===== src/rtl/serial_adder_ctrl.sv =====
// Bit-serial add/subtract unit: one full adder is reused LSB-first over WIDTH cycles.
// Optional macro SERIAL_ADDER_SUB_EN enables subtraction; without it every op is a+b.

module full_adder (
    input  logic i_a,
    input  logic i_b,
    input  logic i_c,
    output logic o_s,
    output logic o_c
);
    assign o_s = i_a ^ i_b ^ i_c;
    assign o_c = (i_a & i_b) | (i_c & (i_a ^ i_b));
endmodule

module serial_adder_ctrl #(
    parameter int WIDTH = 8
) (
    input  logic             clk,
    input  logic             rst_n,
    input  logic             in_valid,
    output logic             in_ready,
    input  logic [WIDTH-1:0] a,
    input  logic [WIDTH-1:0] b,
    input  logic             op,
    output logic             out_valid,
    input  logic             out_ready,
    output logic [WIDTH-1:0] result,
    output logic             cout,
    output logic             ovf
);
    localparam int CW = (WIDTH > 1) ? $clog2(WIDTH) : 1;

    typedef enum logic [1:0] {S_IDLE, S_RUN, S_DONE} state_t;

    state_t           r_state;
    state_t           w_next;
    logic [WIDTH-1:0] r_a_sr;
    logic [WIDTH-1:0] r_b_sr;
    logic [WIDTH-1:0] r_sr;
    logic             r_carry;
    logic             r_c_msb;
    logic             r_sub;
    logic [CW-1:0]    r_cnt;
    logic             w_op;
    logic             w_fa_s;
    logic             w_fa_c;
    logic             w_last;

`ifdef SERIAL_ADDER_SUB_EN
    assign w_op = op;
`else
    // op stays on the port for a uniform interface but is masked off here.
    assign w_op = op & 1'b0;
`endif

    assign w_last = (r_cnt == CW'(WIDTH - 1));

    full_adder u_fa (
        .i_a (r_a_sr[0]),
        .i_b (r_b_sr[0] ^ r_sub),
        .i_c (r_carry),
        .o_s (w_fa_s),
        .o_c (w_fa_c)
    );

    always_ff @(posedge clk) begin
        if (!rst_n) r_state <= S_IDLE;
        else        r_state <= w_next;
    end

    // NOTE: every signal assigned in always_comb gets a default first, so no latch is inferred.
    always_comb begin
        w_next = r_state;
        case (r_state)
            S_IDLE:  if (in_valid)  w_next = S_RUN;
            S_RUN:   if (w_last)    w_next = S_DONE;
            S_DONE:  if (out_ready) w_next = S_IDLE;
            default:                w_next = S_IDLE;
        endcase
    end

    // Result fields are forced to zero outside DONE so nothing stale is visible.
    always_comb begin
        in_ready  = (r_state == S_IDLE);
        out_valid = (r_state == S_DONE);
        result    = '0;
        cout      = 1'b0;
        ovf       = 1'b0;
        if (r_state == S_DONE) begin
            result = r_sr;
            cout   = r_carry;
            ovf    = r_c_msb ^ r_carry;
        end
    end

    // NOTE: sequential state uses non-blocking assignments so every flop samples pre-edge values.
    always_ff @(posedge clk) begin
        if (!rst_n) begin
            r_a_sr  <= '0;
            r_b_sr  <= '0;
            r_sr    <= '0;
            r_carry <= 1'b0;
            r_c_msb <= 1'b0;
            r_sub   <= 1'b0;
            r_cnt   <= '0;
        end else begin
            case (r_state)
                S_IDLE: begin
                    if (in_valid) begin
                        r_a_sr  <= a;
                        r_b_sr  <= b;
                        r_sub   <= w_op;
                        r_carry <= w_op;
                        r_cnt   <= '0;
                    end
                end
                S_RUN: begin
                    r_carry <= w_fa_c;
                    r_sr    <= {w_fa_s, r_sr[WIDTH-1:1]};
                    r_a_sr  <= r_a_sr >> 1;
                    r_b_sr  <= r_b_sr >> 1;
                    r_cnt   <= r_cnt + CW'(1);
                    // Carry into the MSB is needed for the overflow flag.
                    if (w_last) r_c_msb <= r_carry;
                end
                default: ;
            endcase
        end
    end
endmodule


===== config.mk =====
export PLATFORM = sky130hd
export DESIGN_NAME = serial_adder_ctrl
export DESIGN_NICKNAME = d
export VERILOG_FILES = /design/src/rtl/serial_adder_ctrl.sv
export SDC_FILE = /design/constraint.sdc
export NUM_CORES = 1
export LEC_CHECK = 0
export CAP_MARGIN = 30
export CORE_ASPECT_RATIO = 0.75
export CORE_MARGIN = 2
export CORE_UTILIZATION = 50
export CTS_CLUSTER_DIAMETER = 60
export CTS_CLUSTER_SIZE = 24
export DETAILED_ROUTE_END_ITERATION = 8
export DONT_BUFFER_PORTS = 1
export MAX_ROUTING_LAYER = met4
export SLEW_MARGIN = 20
export SYNTH_ARGS = -nofsm -noshare
export SYNTH_HDL_FRONTEND = slang
export SYNTH_SLANG_ARGS = --single-unit
export TNS_END_PERCENT = 10

===== constraint.sdc =====
create_clock -name clk -period 3.65 [get_ports clk]
set_input_delay 0.365 -clock clk [delete_from_list [all_inputs] [get_ports clk]]
set_output_delay 0.365 -clock clk [all_outputs]
set_load 0.05 [all_outputs]

==> qor.csv, run 1 <==
stage,metric,value,unit
clocking,clkSlewWorstSetupHoldPaths,0.06,ns
logic_synthesis,syn_nets,176,
setup_path,worst-path-max-fanout,10,
finish,mostFrequentLayoutCell,dfxtp_1,
global_routing,grt_pass1_wl,4350,um
die,die_width,65.7,um
power,switchingPower,171,uW
logic_synthesis,seq_area_frac_synth,43.5,%
die,start_util,53.6,%
setup_path,path_cells,"nand2b_1, inv_1, and2_1",
timing,setup_viol,0,
logic_synthesis,synth_compound_area_share,22.9,%
clocking,clkLatencyLatePin,0.28,ns
route,route.detailed.drc,0,
die,core_area,2660,um^2
setup_path,slowest_stage,and2_1,
global_routing,use_met2,26.3,%
timing,hold_viol_final,0,
logic_synthesis,synth-simple-area-share,21.1,%
global_routing,grt.busiest_layer,met2,
clocking,numCtsBuffers,5,
route,drt_iter0_drc,29,
global_routing,grt_remaining_overflow,0,
route,firstDrtPassIters,4,
route,ant_nets,0,
timing,fmax,438,MHz
logic_synthesis,synth_top_area_cell,dfxtp_1,
setup_path,crit_path_end_kind,output port,
setup_path,rrSetupSlack,1.95,ns
global_routing,grt_max_degree,32,
clocking,hold_buffers,0,
timing,timing.slew.headroom,35.5,%
finish,syn2layout_area_growth,5.87,%
route,viasPerCell,5.37,
logic_synthesis,synth.distinct_cells,29,
placed_design,place_congestion,0.724,
die,dieHeight,50.3,um
placed_design,io_buffers,0,
global_routing,track_usage,18.1,%
placed_design,hpwlAfterDp,1750,um
finish,fin_nets,174,
logic_synthesis,async_flop_share,0,%
timing,rsz0062_at_grt,false,
die,die_area,3300,um^2
placed_design,place_inst,178,
finish,n_antenna_cell,0,
timing,setup_tns,0,ns
logic_synthesis,syn_inst,152,
logic_synthesis,synthAdderAreaFrac,3.16,%
clocking,cts_max_level,2,
finish,drive_gt1_share,12.6,%
finish,finalNonFillerCells,187,
route,finalWirelength,2580,um
route,vias,1004,
clocking,clock_sinks,31,
logic_synthesis,synth_area,1430,um^2
timing,period_needed,2.28,ns
clocking,root_buffer,clkbuf_8,
clocking,post-cts-setup-buffers,0,
clocking,cts_tree,done,
power,p_clk_share,40.2,%
global_routing,grt_use_met3,8.97,%
logic_synthesis,ys.warnings.count,0,
setup_path,cp_num_buf_inv,1,
setup_path,required,3.28,ns
logic_synthesis,synth_top_family_by_area,compound AO/OA/AOI/OAI gates,
global_routing,grtUsageMet1,22.3,%
global_routing,antenna_found_initial,0,
setup_path,crit_type,flip-flop to output port,
logic_synthesis,synthFlopType,dfxtp_1,
power,combinationalPowerShare,8.9,%
route,wl_per_cell,13.8,um
finish,fillers,243,
setup_path,start_kind,flip-flop,
run_status,status,"complete, no violations",
die,std_cell_rows,16,
logic_synthesis,ys_ff_latch,31,
clocking,clockBufferDepth,2,
power,p_total,729,uW
timing,worst_hold_slack,0.199,ns
timing,finalMaxSlewViolations,0,
logic_synthesis,synth_xor_area_share,0.613,%
setup_path,cp.arrival,1.92,ns
logic_synthesis,synth_area_leaders,"dfxtp_1 43%, o221ai_2 11%, nor2_1 7.4%",
clocking,ctsResizeCount,0,
power,internal-power,558,uW
power,leakage,0.555,nW
logic_synthesis,yosys.area.top_type_share,43.5,%
power,p_per_area,482,nW/um^2
logic_synthesis,avgSynthCellArea,9.39,um^2
timing,post-route-period-util,62.5,%
finish,most-common-layout-cells,"31 x dfxtp_1, 28 x nor2_1, 16 x nand2_1",
power,ir_worst_vdd,0.256,mV
logic_synthesis,synthMuxAreaShare,2.10,%
global_routing,grt_pass1_vias,984,
timing,finalClockSkew,0.00295,ns
power,switching_share,23.4,%
worst_hold_path,min_path_type,input port to flip-flop,
setup_path,cpPeakStageDelay,0.53,ns
flow_run,cap_viol_max_count,0,
setup_path,crit_family,simple AND/OR/NAND/NOR gates,
power,p_seq_share,50.8,%
die,io_pins,33,
logic_synthesis,synth-edff-count,0,
timing,worstMarginPinSlew,0.963,ns
-- flip-flops by register name (all words and copies together), names as in the netlist --
name,flops
r_a_sr,8
r_b_sr,8
r_c_msb,1
r_carry,1
r_cnt,3
r_sr,8
r_state,2
-- final timing paths --
check | startpoint | endpoint | cells after the start
max | r_state[0] | result[7] | 3
min | rst_n | r_b_sr[6] | 2
max reg2reg | r_state[0] | r_a_sr[7] | 4
min reg2reg | r_sr[0] | r_sr[0] | 2
-- metal layers --
layer	routed length (um)	vias to the layer above
met5	0	-
met4	25	0
met3	190	3
met2	1110	22
met1	1260	459
li1	-	520
-- metrics by stage --
stage                     setup slack, ns  cell area, um^2  util, %
final                                1.37             1510     56.8
after floorplan                      1.80             1430        -
after global placement               1.67             1400     52.4
after CTS                            1.33             1510     56.6
after detailed placement             1.64             1410     52.9
after global routing                 1.22             1510     56.8
-- cell families (layout without fill, tap and decap cells) --
kind of cell / count (synthesis) / in the layout
muxes: 3 / 3
DFF: 31 / 31
and+or+nand+nor: 65 / 65
buffers and inverters: 16 / 15
xor gates and xnor gates: 1 / 1
adders and majority gates: 3 / 3
AOI/OAI and AO/OA: 33 / 33
-- area by class of cell --
class	instances	area, um^2	area share [%]
timing repair buffer	2	15.0	0.993
inverter	5	18.8	1.24
sequential	31	621	41.1
clock buffer	8	100	6.62
tap	36	45.0	2.98
multi-input combinational	105	712	47.1
-- worst register-to-register path, stage by stage (launching register included) --
cell and delay (ns):
dfxtp_1 0.39, nor2_1 0.78, clkbuf_1 0.20, a32oi_1 0.10, a21boi_0 0.15
-- Yosys cell counts, types with 2 or more instances --
cell type and n:
buf_6 2, buf_2 3, a21boi_0 8, ha_1 2, mux2i_1 3, a32oi_1 2, clkbuf_1 5, a21oi_1 2
nor2b_1 5, and2_1 11, o221ai_1 4, nor2_1 28, o221ai_2 10, nand2_1 16, nand2b_1 2, inv_1 5
a22oi_1 2, dfxtp_1 31
-- power by group through the flow --
stage	Sequential [mW]	Combinational [mW]	Clock [mW]
final	0.370	0.0651	0.293
after global routing	0.373	0.0736	0.317
after CTS	0.370	0.0652	0.301
after detailed placement	0.378	0.0649	0
after global placement	0.377	0.0611	0
after floorplan	0.374	0.0667	0
(Power assumes the default switching activity.)
==> run 2, diff against run 1 <==
==> constraint.sdc (replaced) <==
create_clock -name clk -period 2.2 [get_ports clk]
set_input_delay 0.22 -clock clk [delete_from_list [all_inputs] [get_ports clk]]
set_output_delay 0.22 -clock clk [all_outputs]
set_load 0.05 [all_outputs]
==> qor.csv, run 2 (synthesized netlist as in run 1, its figures left out) <==
stage,metric,value,unit,change
timing,finalMaxSlewViolations,0,,unchanged
finish,reg_top3,"r_a_sr x8, r_b_sr x8, r_sr x8",,
global_routing,grt_pass1_wl,4490,um,+3.0%
clocking,post-cts-setup-buffers,0,,unchanged
worst_hold_path,hold_depth,2,,unchanged
die,die_width,65.7,um,unchanged
finish,syn2layout_area_growth,7.62,%,
timing,timing.final.ws_setup,0.285,ns,-1.08 ns
route,route.detailed.drc,0,,unchanged
route,routed.top_layer,met4,,
timing,setup_tns,0,ns,unchanged
global_routing,grt_remaining_overflow,0,,unchanged
setup_path,cp.arrival,1.70,ns,-0.22 ns
clocking,ctsResizeCount,0,,unchanged
setup_path,slowest_stage,dfxtp_1,,
clocking,clock_sinks,31,,unchanged
setup_path,crit_top_cell,buf_4,,
setup_path,timing.rr.start,r_state[0],,
route,finalWirelength,2650,um,+2.7%
timing,timing.slew.headroom,32.1,%,-3.5 points
setup_path,path_cells,"nand2b_1, inv_1, buf_4, and2_1, buf_4",,
finish,drive_gt1_share,16.1,%,+3.5 points
route,met1Wirelength,1220,um,-3.0%
die,io_pins,33,,unchanged
clocking,root_buffer,clkbuf_8,,
clocking,clockBufferDepth,2,,unchanged
placed_design,place_ws,0.528,ns,-1.11 ns
clocking,cts_tree,done,,
route,wl_per_cell,13.9,um,+0.60%
finish,most-common-layout-cells,"31 x dfxtp_1, 28 x nor2_1, 16 x nand2_1",,
setup_path,rrSetupSlack,0.50,ns,-1.45 ns
timing,rsz0062_at_grt,false,,
run_status,status,"complete, no violations",,
route,vias,1039,,+3.5%
route,ant_nets,0,,unchanged
timing,post-route-period-util,87.1,%,
finish,n_antenna_cell,0,,unchanged
timing,period_needed,1.92,ns,
global_routing,antenna_found_initial,0,,unchanged
worst_hold_path,min_path_type,input port to flip-flop,,
placed_design,place_congestion,0.724,,about the same
die,start_util,53.6,%,unchanged
setup_path,cpPeakStageDelay,0.51,ns,-0.02 ns
timing,fmax,522,MHz,
setup_path,required,1.98,ns,-1.30 ns
die,core_area,2660,um^2,unchanged
route,firstDrtPassIters,4,,unchanged
power,combinationalPowerShare,9.4,%,+0.5 points
timing,finalClockSkew,0.00505,ns,+0.00209 ns
route,drt_iter0_drc,47,,+62%
finish,fin_nets,179,,+2.9%
finish,mostFrequentLayoutCell,dfxtp_1,,
setup_path,reg2reg_depth,3,,-1
timing,hold_viol_final,0,,unchanged
power,p_clk_share,38.0,%,-2.2 points
power,switchingPower,281,uW,+64%
worst_hold_path,holdCritStartpoint,rst_n,,
clocking,clkLatencyLatePin,0.28,ns,about the same
setup_path,worst-path-max-fanout,10,,unchanged
clocking,numCtsBuffers,5,,unchanged
clocking,cts_max_level,2,,unchanged
clocking,hold_buffers,0,,unchanged
route,wl_met3,186,um,-2.1%
power,internal-power,887,uW,+59%
route,viasPerCell,5.44,,+1.3%
placed_design,hpwlAfterDp,1880,um,+7.2%
die,die_area,3300,um^2,unchanged
global_routing,grt_max_degree,32,,unchanged
setup_path,crit_type,flip-flop to output port,,
power,ir_worst_vdd,0.424,mV,+66%
die,std_cell_rows,16,,unchanged
global_routing,track_usage,18.7,%,+0.59 points
global_routing,grt_pass1_vias,1012,,+2.8%
placed_design,io_buffers,0,,unchanged
setup_path,rr_endpoint,r_a_sr[7],,
timing,setup_viol,0,,unchanged
route,dr_wl_met2,1230,um,+11%
power,leakage,0.579,nW,+4.4%
die,dieHeight,50.3,um,unchanged
power,switching_share,24.1,%,+0.61 points
flow_run,cap_viol_max_count,0,,unchanged
setup_path,start_kind,flip-flop,,
power,p_seq_share,52.6,%,+1.8 points
setup_path,crit_path_end_kind,output port,,
worst_hold_path,min_to,r_b_sr[6],,
timing,worstMarginPinSlew,1.02,ns,+0.0520 ns
power,p_per_area,760,nW/um^2,+58%
clocking,clkSlewWorstSetupHoldPaths,0.06,ns,about the same
run 2: changes by cell type in the layout (fill, tap and decap cells not counted), sizes merged:
| cell | change |
|---|---|
| buf | +6 |
| clkbuf | -3 |
| clkinv | +1 |
run 2: per-layer routing:
layer | up-vias | track usage, %
li1 | 526 | -
met1 | 491 | 22.5
met2 | 20 | 28.3
met3 | 2 | 8.07
met4 | 0 | 6.25
met5 | - | -
run 2: power groups by stage:
stage	Sequential, mW	Combinational (mW)	Clock, mW
2_1_floorplan	0.621	0.111	0
3_3_place_gp	0.626	0.106	0
3_5_place_dp	0.627	0.110	0
4_1_cts	0.615	0.111	0.452
5_1_grt	0.618	0.125	0.480
6_report	0.615	0.109	0.444
run 2: worst max-delay path: cells and delay by family (launching register included):
| family | cells | cell delay (ns) |
|---|---|---|
| simple gates | 2 | 0.38 |
| buf+inv | 3 | 0.53 |
| flops | 1 | 0.51 |
run 2: final cells by class:
cell class	instances	area (um^2)
clock inverters	1	5.00
flip-flops and latches	31	621
multi-input cells	105	712
well taps	36	45.0
fillers	251	1130
clock buffers	6	82.6
repair buffers	7	52.6
inverters	5	18.8
run 2: worst max-delay path by stage:
stage | start | end | slack, ns | depth (start not counted)
2_1_floorplan | r_state[0] | result[0] | 0.50 | 4
3_3_place_gp | r_state[0] | r_a_sr[7] | 0.58 | 3
3_5_place_dp | r_state[0] | r_a_sr[7] | 0.53 | 3
4_1_cts | r_state[0] | result[7] | 0.26 | 5
5_1_grt | r_state[0] | result[7] | 0.13 | 5
6_report | r_state[0] | result[7] | 0.28 | 5
run 2: stage by stage:
| stage | util, % | instance area (um^2) | total power, mW | std cells | hold slack (ns) |
|---|---|---|---|---|---|
| 2_1_floorplan | - | 1430 | 0.731 | 152 | 0.387 |
| 3_3_place_gp | 54.4 | 1450 | 0.732 | 184 | 0.347 |
| 3_5_place_dp | 54.4 | 1450 | 0.738 | 184 | 0.350 |
| 4_1_cts | 57.7 | 1540 | 1.18 | 191 | 0.0578 |
| 5_1_grt | 57.7 | 1540 | 1.22 | 191 | 0.0480 |
| 6_report | 57.7 | 1540 | 1.17 | 191 | 0.0602 |
